[config.mk]
export PLATFORM = sky130hd
export DESIGN_NAME = sprite_ram_arbiter
export DESIGN_NICKNAME = d
export VERILOG_FILES = /design/src/rtl/sprite_ram_pkg.sv /design/src/rtl/sprite_ram_arbiter_rr_pick.sv /design/src/rtl/sprite_ram_arbiter.sv
export SDC_FILE = /design/constraint.sdc
export NUM_CORES = 1
export LEC_CHECK = 0
export ABC_AREA = 1
export CAP_MARGIN = 20
export CELL_PAD_IN_SITES_DETAIL_PLACEMENT = 0
export CELL_PAD_IN_SITES_GLOBAL_PLACEMENT = 1
export CORE_AREA = 2 2 126 140
export DETAILED_ROUTE_END_ITERATION = 10
export DIE_AREA = 0 0 128 142
export GPL_TIMING_DRIVEN = 0
export PLACE_DENSITY = 0.73
export REMOVE_ABC_BUFFERS = 1
export SETUP_SLACK_MARGIN = 0.05
export SYNTH_ARGS = -nofsm -noshare
export SYNTH_HDL_FRONTEND = slang
export SYNTH_HIERARCHICAL = 1
export SYNTH_SLANG_ARGS = --single-unit
export TNS_END_PERCENT = 100
[constraint.sdc]
create_clock -name clk -period 3.7 [get_ports clk]
set_clock_uncertainty 0.2 [all_clocks]
set_input_delay 1.11 -clock clk [delete_from_list [all_inputs] [get_ports clk]]
set_output_delay 1.11 -clock clk [all_outputs]
set_load 0.005 [all_outputs]
[src/rtl/sprite_ram_pkg.sv]
// Shared constants and types for the sprite attribute RAM and its arbiter.
// Attribute layout: X at SPRITE_BASE+OFF_X, Y at +OFF_Y, walk mode at +OFF_MODE.
package sprite_ram_pkg;

  localparam int N_REQ_DEFAULT = 4;

  localparam logic [15:0] SPRITE_BASE = 16'h1000;
  localparam logic [15:0] OFF_X       = 16'd0;
  localparam logic [15:0] OFF_Y       = 16'd1;
  localparam logic [15:0] OFF_MODE    = 16'd2;

  typedef enum logic [1:0] {
    STANDING   = 2'd0,
    WALK_START = 2'd1,
    WALK_MID   = 2'd2,
    WALK_END   = 2'd3
  } walk_mode_e;

  typedef enum logic {
    FREE   = 1'b0,
    LOCKED = 1'b1
  } lock_state_e;

  // Index width for an n-entry vector, never below one bit.
  function automatic int idx_bits(input int n);
    return (n <= 2) ? 1 : $clog2(n);
  endfunction

endpackage

[src/rtl/sprite_ram_arbiter_rr_pick.sv]
// Combinational round-robin selector: first set request strictly after ptr,
// wrapping around, returned both one-hot and as an index.
module rr_pick
  import sprite_ram_pkg::*;
#(
  parameter int N_REQ = N_REQ_DEFAULT,
  parameter int IW    = idx_bits(N_REQ)
) (
  input  logic [N_REQ-1:0] req,
  input  logic [IW-1:0]    ptr,
  output logic [N_REQ-1:0] grant,
  output logic [IW-1:0]    idx,
  output logic             any
);

  int          cand_i;
  logic [IW-1:0] cand;

  always_comb begin
    grant  = '0;
    idx    = '0;
    any    = 1'b0;
    cand_i = 0;
    cand   = '0;
    for (int k = 1; k <= N_REQ; k++) begin
      // ptr <= N_REQ-1 and k <= N_REQ, so one subtraction is enough to wrap.
      cand_i = int'(ptr) + k;
      if (cand_i >= N_REQ) cand_i = cand_i - N_REQ;
      cand = cand_i[IW-1:0];
      if (!any && req[cand]) begin
        any         = 1'b1;
        grant[cand] = 1'b1;
        idx         = cand;
      end
    end
  end

endmodule

[src/rtl/sprite_ram_arbiter.sv]
// Round-robin arbiter with per-requester lock in front of the single-port,
// write-first sprite attribute RAM; reads return two cycles after accept.
//
//   state  | meaning
//   FREE   | no owner, all requesters arbitrated round-robin
//   LOCKED | owner_q alone is eligible; idle counter guards against a stuck lock
module sprite_ram_arbiter
  import sprite_ram_pkg::*;
#(
  parameter int N_REQ        = N_REQ_DEFAULT,
  parameter int DATA_WIDTH   = 16,
  parameter int ADDR_WIDTH   = 16,
  parameter int LOCK_TIMEOUT = 15
) (
  input  logic                        clk,
  input  logic                        reset,
  input  logic [N_REQ-1:0]            req_valid,
  input  logic [N_REQ-1:0]            req_we,
  input  logic [N_REQ-1:0]            req_lock,
  input  logic [N_REQ*ADDR_WIDTH-1:0] req_addr,
  input  logic [N_REQ*DATA_WIDTH-1:0] req_wdata,
  output logic [N_REQ-1:0]            req_ready,
  output logic [N_REQ-1:0]            rsp_valid,
  output logic [DATA_WIDTH-1:0]       rsp_data,
  output logic [N_REQ-1:0]            lock_abort,
  output logic [ADDR_WIDTH-1:0]       mem_addr,
  output logic [DATA_WIDTH-1:0]       mem_wdata,
  output logic                        mem_we,
  input  logic [DATA_WIDTH-1:0]       mem_rdata
);

  localparam int IW = idx_bits(N_REQ);
  localparam int CW = idx_bits(LOCK_TIMEOUT + 1);

  lock_state_e     state_q, state_d;
  logic [IW-1:0]   owner_q, owner_d;
  logic [CW-1:0]   idle_cnt_q, idle_cnt_d;
  logic [IW-1:0]   rr_ptr_q;
  logic            fire;

  logic [N_REQ-1:0] owner_mask;
  logic [N_REQ-1:0] elig;
  logic [N_REQ-1:0] grant;
  logic [IW-1:0]    win;
  logic             accept;

  logic [ADDR_WIDTH-1:0] sel_addr;
  logic [DATA_WIDTH-1:0] sel_wdata;
  logic                  sel_we;
  logic                  sel_lock;

  logic            s1_vld, s2_vld;
  logic [IW-1:0]   s1_id, s2_id;

  assign owner_mask = N_REQ'(1) << owner_q;

  always_comb begin
    elig = req_valid;
    if (reset) elig = '0;
    else if (state_q == LOCKED) elig = req_valid & owner_mask;
  end

  rr_pick #(
    .N_REQ (N_REQ),
    .IW    (IW)
  ) u_rr_pick (
    .req   (elig),
    .ptr   (rr_ptr_q),
    .grant (grant),
    .idx   (win),
    .any   (accept)
  );

  assign req_ready = grant;

  // grant is one-hot, so an OR-style mux of the winner's fields suffices.
  always_comb begin
    sel_addr  = '0;
    sel_wdata = '0;
    sel_we    = 1'b0;
    sel_lock  = 1'b0;
    for (int i = 0; i < N_REQ; i++) begin
      if (grant[i]) begin
        sel_addr  = req_addr[i*ADDR_WIDTH +: ADDR_WIDTH];
        sel_wdata = req_wdata[i*DATA_WIDTH +: DATA_WIDTH];
        sel_we    = req_we[i];
        sel_lock  = req_lock[i];
      end
    end
  end

  // Lock FSM next state; an accept always beats a timeout in the same cycle.
  always_comb begin
    state_d    = state_q;
    owner_d    = owner_q;
    idle_cnt_d = idle_cnt_q;
    fire       = 1'b0;
    if (accept) begin
      idle_cnt_d = '0;
      if (sel_lock) begin
        state_d = LOCKED;
        owner_d = win;
      end else begin
        state_d = FREE;
      end
    end else if (state_q == LOCKED) begin
      if (idle_cnt_q == CW'(LOCK_TIMEOUT)) begin
        fire       = 1'b1;
        state_d    = FREE;
        idle_cnt_d = '0;
      end else begin
        idle_cnt_d = idle_cnt_q + CW'(1);
      end
    end
  end

  assign lock_abort = (fire && !reset) ? owner_mask : '0;

  always_ff @(posedge clk) begin
    if (reset) begin
      state_q    <= FREE;
      owner_q    <= '0;
      idle_cnt_q <= '0;
      rr_ptr_q   <= IW'(N_REQ - 1);
      mem_addr   <= '0;
      mem_wdata  <= '0;
      mem_we     <= 1'b0;
      s1_vld     <= 1'b0;
      s1_id      <= '0;
      s2_vld     <= 1'b0;
      s2_id      <= '0;
    end else begin
      state_q    <= state_d;
      owner_q    <= owner_d;
      idle_cnt_q <= idle_cnt_d;
      mem_we     <= accept & sel_we;
      if (accept) begin
        rr_ptr_q  <= win;
        mem_addr  <= sel_addr;
        mem_wdata <= sel_wdata;
      end
      s1_vld <= accept & ~sel_we;
      s1_id  <= win;
      s2_vld <= s1_vld;
      s2_id  <= s1_id;
    end
  end

  // The RAM registers its output, so the data is already aligned with s2.
  assign rsp_valid = s2_vld ? (N_REQ'(1) << s2_id) : '0;
  assign rsp_data  = s2_vld ? mem_rdata : '0;

endmodule
# Yosys cells after proc, flatten, opt, wreduce, memory -nomap -nowiden
# Index checks and enable logic that the tools add are counted.
# word_totals
regBits	48
input_bits	158
elab_cells	117
# op_classes
addsub	9
order_cmp	12
n_eq_ne	1
shift	2
muxes	61
bitwise_logic	7
n_reduce_logical	14
# op_table
operator	n
16-bit two-way mux	9
4-bit two-way mux	9
1-bit two-way mux	27
2-bit two-way mux	8
2-bit by 3-bit < comparator with 1-bit output, second input constant	4
4-bit bitwise OR	3
3-bit greater-or-equal comparator, second input constant	3
1-bit binary-select mux with 2-bit select	4
1-bit demux with 2-bit select	4
2-bit by 1-bit greater-or-equal comparator with 1-bit output, second input constant	4
1-bit logical AND	8
1-bit by 2-bit left shift with 4-bit output, first input constant	2
2-bit by 1-bit subtractor with 2-bit output, second input constant	4
2-bit by 2-bit adder with 3-bit output, second input constant	2
2-bit by 3-bit adder with 4-bit output, second input constant	1
4-bit by 1-bit adder with 4-bit output, second input constant	1
4-bit bitwise AND	1
4-bit equality test, second input constant	1
4-bit by 3-bit greater-or-equal comparator with 1-bit output, second input constant	1
1-bit zero test	4
2-bit by 1-bit adder with 3-bit output, second input constant	1
1-bit bitwise AND	2
2-bit AND reduction	1
2-bit OR reduction	1
1-bit inverter	1

# Depth between registers and ports, before layout
# Gate-level depths: netlist of run 1.
# logic_depth
ltp_word	22
ltp_mapped	21
depth_no_buf	19

# Cells and area by module
# The synthesis of run 1 kept the hierarchy.
# by_module_without_submodules
mod	n_inst	cells_each	area_per_inst_um2	seq_area_each_um2
sprite_ram_arbiter	1	530	2990.4	960.9
rr_pick	1	74	457.9	0.0

# Worst setup path after synthesis of run 1
# Ideal clock, no wire load.
# synth_path
path_type	input -> output
from	input port reset
to	output port lock_abort[0]
arrival_ps	2586
t_required_ps	2390
setup_slack_ps	-196
path_stages	13
path_buffers	1
path_cell_list	buf_2 > inv_1 > nand2_1 > a21oi_1 > inv_1 > nand2_1 > nand2_1 > inv_1 > nor2_2 > nand4_1 > nor2_4 > nand2_1 > nor2_1
# synth_between
elab_chain_cells	16
word_cells_on_any_way	23
# synth_lines
item	line_no	text
start: declaration	sprite_ram_arbiter.sv:16	input logic reset,
4-bit two-way mux (*)	sprite_ram_arbiter.sv:59	if (reset) elig = '0;
named net elig[2]	sprite_ram_arbiter.sv:42	logic [N_REQ-1:0] elig;
1-bit binary-select mux with 2-bit select	sprite_ram_arbiter_rr_pick.sv:30	if (!any && req[cand]) begin
1-bit two-way mux (not written as such)	sprite_ram_arbiter_rr_pick.sv:30	
1-bit two-way mux	sprite_ram_arbiter_rr_pick.sv:30	
1-bit zero test	sprite_ram_arbiter_rr_pick.sv:30	
1-bit logical AND	sprite_ram_arbiter_rr_pick.sv:30	
1-bit two-way mux	sprite_ram_arbiter_rr_pick.sv:30	
[... 2 more ...]	-	
1-bit two-way mux	sprite_ram_arbiter_rr_pick.sv:30	
1-bit zero test	sprite_ram_arbiter_rr_pick.sv:30	
1-bit logical AND	sprite_ram_arbiter_rr_pick.sv:30	
1-bit two-way mux (*)	sprite_ram_arbiter_rr_pick.sv:30	
named net accept	sprite_ram_arbiter.sv:45	logic accept;
1-bit two-way mux (*)	sprite_ram_arbiter.sv:98	if (accept) begin
1-bit logical AND (*)	sprite_ram_arbiter.sv:117	assign lock_abort = (fire && !reset) ? owner_mask : '0;
4-bit two-way mux (*)	sprite_ram_arbiter.sv:117	
end: declaration	sprite_ram_arbiter.sv:25	output logic [N_REQ-1:0] lock_abort,
# The timed path passes the listed nets; every way through them passes the cells marked *. The select of a mux whose other input is x is not followed.

# Final worst setup path of run 1
# Ends and elaborated chain as after synthesis.

==> results.cfg, run 1 <==
[run_status]
status = finished with violations
violations = negative setup slack

[synthesis]
synthArstFlopShare = 0
synth_edf_count = 0
synthMostInstantiatedCell = nand2_1
synth_top_area_share = 0.279
synth_common_cells = nand2_1 (248), nor2_1 (85), a21oi_1 (49), dfxtp_1 (48), inv_1 (41)
synth.cell_area_mm2 = 0.00345
ys_warn_count = 6
synth_area_leader_cell = dfxtp_1
syn_area_per_cell_um2 = 5.71
ys_ff_latch = 48
synthCells = 604
synthFlopType = dfxtp_1
synthDistinctLibCells = 28
yosysSeqAreaShare = 0.279
synth.area.top_cells = dfxtp_1 (28%), nand2_1 (27%), nor2_1 (9.3%)

[place]
hpwl_mm = 10.2
finalWeightedCongestion = 0.765
dp_cells = 1003
io_buffers = 218
preCtsSetupSlack_ns = -2.47

[layout]
nFillCells = 1800
drive_gt1_frac = 0.142
syn_to_final_growth_pct = 90.1
stdcell_count = 1054
final_core_util = 0.391
finalNetCount = 1012

[cts]
cts_tree = done
ctsHoldBuffers = 0
htreeDepth = 2
clk_latency_ns = 0.29
path_clk_slew_ns = 0.06
clock-root-buffer = clkbuf_16
cts_buffers = 5
clock_sinks = 48
cts_max_path_buffers = 2

[worst_setup_path]
cp-end-kind = primary output
worstPathMaxFanout = 6
path_common_cell = nand2_4
crit_chain = buf_12 > clkinv_8 > nand2_2 > a21oi_2 > nand2_1 > nand3_2 > nand2_4 > buf_6 > nand4_1 > nor2_4 > nand2_4 > nor2_1 > buf_2
worstPathArrival_ns = 2.52
cp.required_ns = 2.39
slowest_delay_ns = 0.19
startpoint_type = input pin
path_buf_inv = 4
critPathSlowestCell = nor2_4
path_class = in2out
cp-startpoint = reset
path_delay_family = simple AND/OR/NAND/NOR gates
rr_startpoint = rr_ptr_q[1]$_SDFFE_PP1P_

[drt]
drt_iter0_markers = 215
wire_per_inst_um = 14.7
drc_errors = 0
wl_mm = 15.5
final_antenna_net_count = 0
num_vias = 4490
vias_per_cell = 4.26
dr.pass1.iters = 4

[grt]
grt_pass1_vias = 4256
grt_first_pass_wirelength_mm = 22.7
overflow = 0
grt_usage = 0.161
grt_max_degree = 47
antenna_found_initial = 1

[sta]
max-slew-margin-rel = 0.287
rsz0062_at_grt = yes
timing.fmax_mhz = 261
fin_crit_sh = 1.04
final.setup.worst_slack_ns = -0.130
hold_violations = 0
tightest_slew_ns = 1.07
period_needed_ns = 3.83
setup_violations = 8
maxSlewViolCount = 0

[floorplanning]
dieArea_mm2 = 0.0182
die_h_um = 142
io-pin-count = 219
design.core.area_mm2 = 0.0168
row_count = 50
initial_utilization = 0.206
die_w_um = 128

[power_and_ir_drop]
power.total_mw = 5.49
power_leakage_nw = 3.13
ir_drop_mv = 0.389
power.density_mw_per_mm2 = 838

[job]
cap_viol_max_count = 0

[hold_path]
hp-start = s1_id[0]$_SDFF_PP0_
min_path_type = reg2reg
-- state kept, by name (all words and copies together) (netlist names) --
register    flops
mem_addr       16
s2_id           2
s2_vld          1
mem_we          1
s1_vld          1
mem_wdata      16
s1_id           2
state_q         1
owner_q         2
rr_ptr_q        2
idle_cnt_q      4
-- layer usage --
layer  up-vias  part of all wire  global-route usage
li1       2366                 -                   -
met1      1953              0.41               0.186
met2       160              0.50               0.291
met3        11             0.076              0.0492
met4         0            0.0083              0.0347
met5         -                 0                   0
-- power breakdown --
group / switching [mW] / total, mW / internal [mW]
combinational: 2.38 / 4.25 / 1.87
clock: 0.201 / 0.448 / 0.246
sequential: 0.115 / 0.797 / 0.682
-- worst paths after layout --
path / end / slack, ns / cells past startpoint
hold reg to reg: s2_id[0]$_SDFF_PP0_ / 0.20 / 2
hold / removal: s2_id[0]$_SDFF_PP0_ / 0.20 / 2
setup / recovery: lock_abort[0] / -0.13 / 13
setup reg to reg: s1_vld$_SDFF_PP0_ / 0.38 / 17
-- area by class of cell --
| class | count | area (um2) | area share |
|---|---|---|---|
| antenna | 1 | 2.50 | 0.000382 |
| clock buffer | 6 | 129 | 0.0197 |
| clock inverter | 1 | 5.00 | 0.000764 |
| inverter | 46 | 194 | 0.0296 |
| multi-input combinational | 481 | 2370 | 0.362 |
| sequential | 48 | 962 | 0.147 |
| tap | 208 | 260 | 0.0397 |
| timing repair buffer | 263 | 2630 | 0.401 |
-- cell families after synthesis --
logic type                 count (synthesis)  synth area share
adders and majority gates                  9            0.0327
DFF                                       48             0.279
buffers and inverters                     77             0.102
AOI/OAI and AO/OA                         91             0.137
and+or+nand+nor                          379             0.450
-- through the flow --
stage | hold WS (ns) | TNS, ns | instance area, um2
2_1_floorplan | 0.188 | -14.00 | 3270
3_3_place_gp | 0.194 | -130.08 | 5720
3_5_place_dp | 0.193 | -63.77 | 5820
4_1_cts | 0.201 | -0.604 | 6330
5_1_grt | 0.226 | -1.62 | 6550
6_report | 0.200 | -0.790 | 6550
-- placed cells by master (no fill, tap or decap), types with 2 or more instances in the layout --
master	n
nand2_1	238
clkdlybuf4s50_1	205
nor2_1	83
dfxtp_1	47
a21oi_1	42
inv_1	35
buf_4	32
o21ai_1	24
nand3_1	11
o21ai_0	11
nand2_4	10
ha_1	9
buf_2	8
nor2_4	7
inv_2	7
nand4_1	7
buf_6	7
nand2_2	6
a21oi_2	6
clkbuf_16	6
buf_12	6
nor3_1	5
nand3_2	5
nand3_4	5
a21boi_0	3
a21oi_4	2
nor2_8	2
a31oi_1	2
buf_16	2
inv_4	2
-- worst reg2reg max path, cell delays in order (launching register included) --
cell and delay [ns]:
dfxtp_1 0.53, inv_1 0.22, ha_1 0.41, inv_1 0.11, nand2_4 0.12, nand2_4 0.07
nor2_4 0.18, buf_6 0.13, a21oi_2 0.06, nand3_4 0.09, buf_4 0.27, buf_12 0.21
nand2_1 0.08, o21ai_0 0.10, nand2_1 0.12, nand2_1 0.08, o21ai_0 0.09, and2_1 0.16
-- what timing repair did --
action	4_1_cts	5_1_grt
gates resized for setup	96	22
buffers inserted	28	13
pin swaps	28	23
setup endpoints to repair	51	43
gates cloned	1	2
(Power assumes the default switching activity.)
==> inputs of run 2 (changes only) <==
- PLACE_DENSITY: 0.73 -> unset
- PLACE_DENSITY_LB_ADDON: unset -> 0.1
==> results.cfg, run 2 (synthesis results as in run 1) <==
[grt]
grt_first_pass_wirelength_mm = 23.2
grt_pass1_vias = 4433
overflow = 0
antenna_found_initial = 0
grt_max_degree = 35
grt_usage = 0.166

[layout]
top_regs = mem_addr (16), mem_wdata (16), idle_cnt_q (4)
stdcell_count = 1051
seq_area_um2 = 963
antenna_cells = 0
final_core_util = 0.391
multi_input_area_mm2 = 0.00238
syn_to_final_growth_pct = 89.9
drive_gt1_frac = 0.146
mostFrequentLayoutCell = nand2_1
finalNetCount = 1009
nFillCells = 1775
final_area_mm2 = 0.00655
final_cell_mix = nand2_1 (237), clkdlybuf4s50_1 (205), nor2_1 (82)

[drt]
dr.pass1.iters = 5
vias_per_cell = 4.29
wl_mm = 15.4
met2_length_mm = 7.43
met1Wirelength_mm = 6.16
wire_per_inst_um = 14.6
wl_met3_mm = 1.46
drt_iter0_markers = 210
final_antenna_net_count = 0
drc_errors = 0
num_vias = 4514
top_layer = met4

[power_and_ir_drop]
sequentialPowerShare = 0.146
power.density_mw_per_mm2 = 834
ir_drop_mv = 0.300
p_comb_frac = 0.751
p_sw_frac = 0.484
power.total_mw = 5.46
power_leakage_nw = 3.13
p_sw_mw = 2.64
p_clk_frac = 0.104
p_int_mw = 2.82

[job]
cap_viol_max_count = 0

[worst_setup_path]
crit_chain = buf_12 > inv_8 > nand2_2 > a21oi_2 > inv_1 > nand2_2 > buf_4 > nand3_4 > nand2_4 > nor2_4 > buf_6 > a21oi_4 > nand3_4 > buf_6
critPathSlowestCell = a21oi_4
rr_startpoint = rr_ptr_q[0]$_SDFFE_PP1P_
r2r_cells = 16
cp-end-kind = primary output
cp.required_ns = 2.39
path_class = in2out
startpoint_type = input pin
timing.rr.end = owner_q[1]$_SDFFE_PP0P_
worstPathMaxFanout = 5
slowest_delay_ns = 0.16
rrSetupSlack_ns = 0.39
worstPathArrival_ns = 2.49

[sta]
timing.fmax_mhz = 263
max-slew-margin-rel = 0.392
tightest_slew_ns = 0.911
holdWs_ns = 0.202
hold_violations = 0
maxSlewViolCount = 0
setup_violations = 4
tns_ns = -0.282
fin_crit_sh = 1.03
rsz0062_at_grt = yes
period_needed_ns = 3.80
final.setup.worst_slack_ns = -0.0996

[cts]
cts_buffers = 5
clk_latency_ns = 0.29
clock-root-buffer = clkbuf_16
cts_tree = done
htreeDepth = 2
clock_sinks = 48
cts_max_path_buffers = 2
path_clk_slew_ns = 0.07

[run_status]
violations = negative setup slack
status = finished with violations

[place]
detailed_place.area_mm2 = 0.00580
finalWeightedCongestion = 0.730
preCtsSetupSlack_ns = -2.50
hpwl_mm = 10.1
dp_cells = 1002
io_buffers = 218

[floorplanning]
dieArea_mm2 = 0.0182
die_h_um = 142
design.core.area_mm2 = 0.0168
die_w_um = 128
io-pin-count = 219
row_count = 50
initial_utilization = 0.206

[hold_path]
min_delay_worst_endpoint = s2_id[0]$_SDFF_PP0_
min_path_type = reg2reg
hp-start = s1_id[0]$_SDFF_PP0_
whs_path_depth = 2
[run 2: worst max-delay path, delay by kind of cell]
family	cells	cell delay, ns
AO/OA/AOI/OAI	2	0.27
AND/OR/NAND/NOR	6	0.50
buffers and inverters	6	0.59
[run 2: how the worst max path moves through the flow]
stage,startpoint,end,slack [ns],depth (start not counted)
2_1_floorplan,reset,s1_vld$_SDFF_PP0_,-0.43,15
3_3_place_gp,reset,s1_vld$_SDFF_PP0_,-2.90,16
3_5_place_dp,reset,lock_abort[2],-2.50,14
4_1_cts,reset,lock_abort[2],-0.11,15
5_1_grt,reset,req_ready[2],-0.18,14
6_report,reset,req_ready[2],-0.1,14
[run 2: repair_timing]
item	in CTS	in global routing
endpoints found under the setup margin	51	45
cloned	3	0
pin swaps	29	20
hold buffers	0	0
setup buffers	35	5
resized for setup	102	25
[run 2: power by group through the flow]
stage,sequential [mW],clock [mW],combinational [mW]
global route,0.818,0.610,4.64
floorplan,0.787,0,2.09
finish,0.796,0.565,4.10
CTS,0.793,0.588,4.01
global placement,0.792,0,3.29
detailed placement,0.797,0,3.40
[run 2: final cells by class]
type                    count  area share
inverters                  46      0.0292
flip-flops and latches     48       0.147
clock inverters             1     0.00459
multi-input cells         481       0.363
clock buffers               7      0.0233
repair buffers            260       0.393
well taps                 208      0.0397
[run 2: metal layers]
| metal | up-vias | global-route usage |
|---|---|---|
| met5 | - | 0 |
| met4 | 0 | 0.0457 |
| met3 | 18 | 0.0628 |
| met2 | 183 | 0.298 |
| met1 | 1955 | 0.184 |
| li1 | 2358 | - |
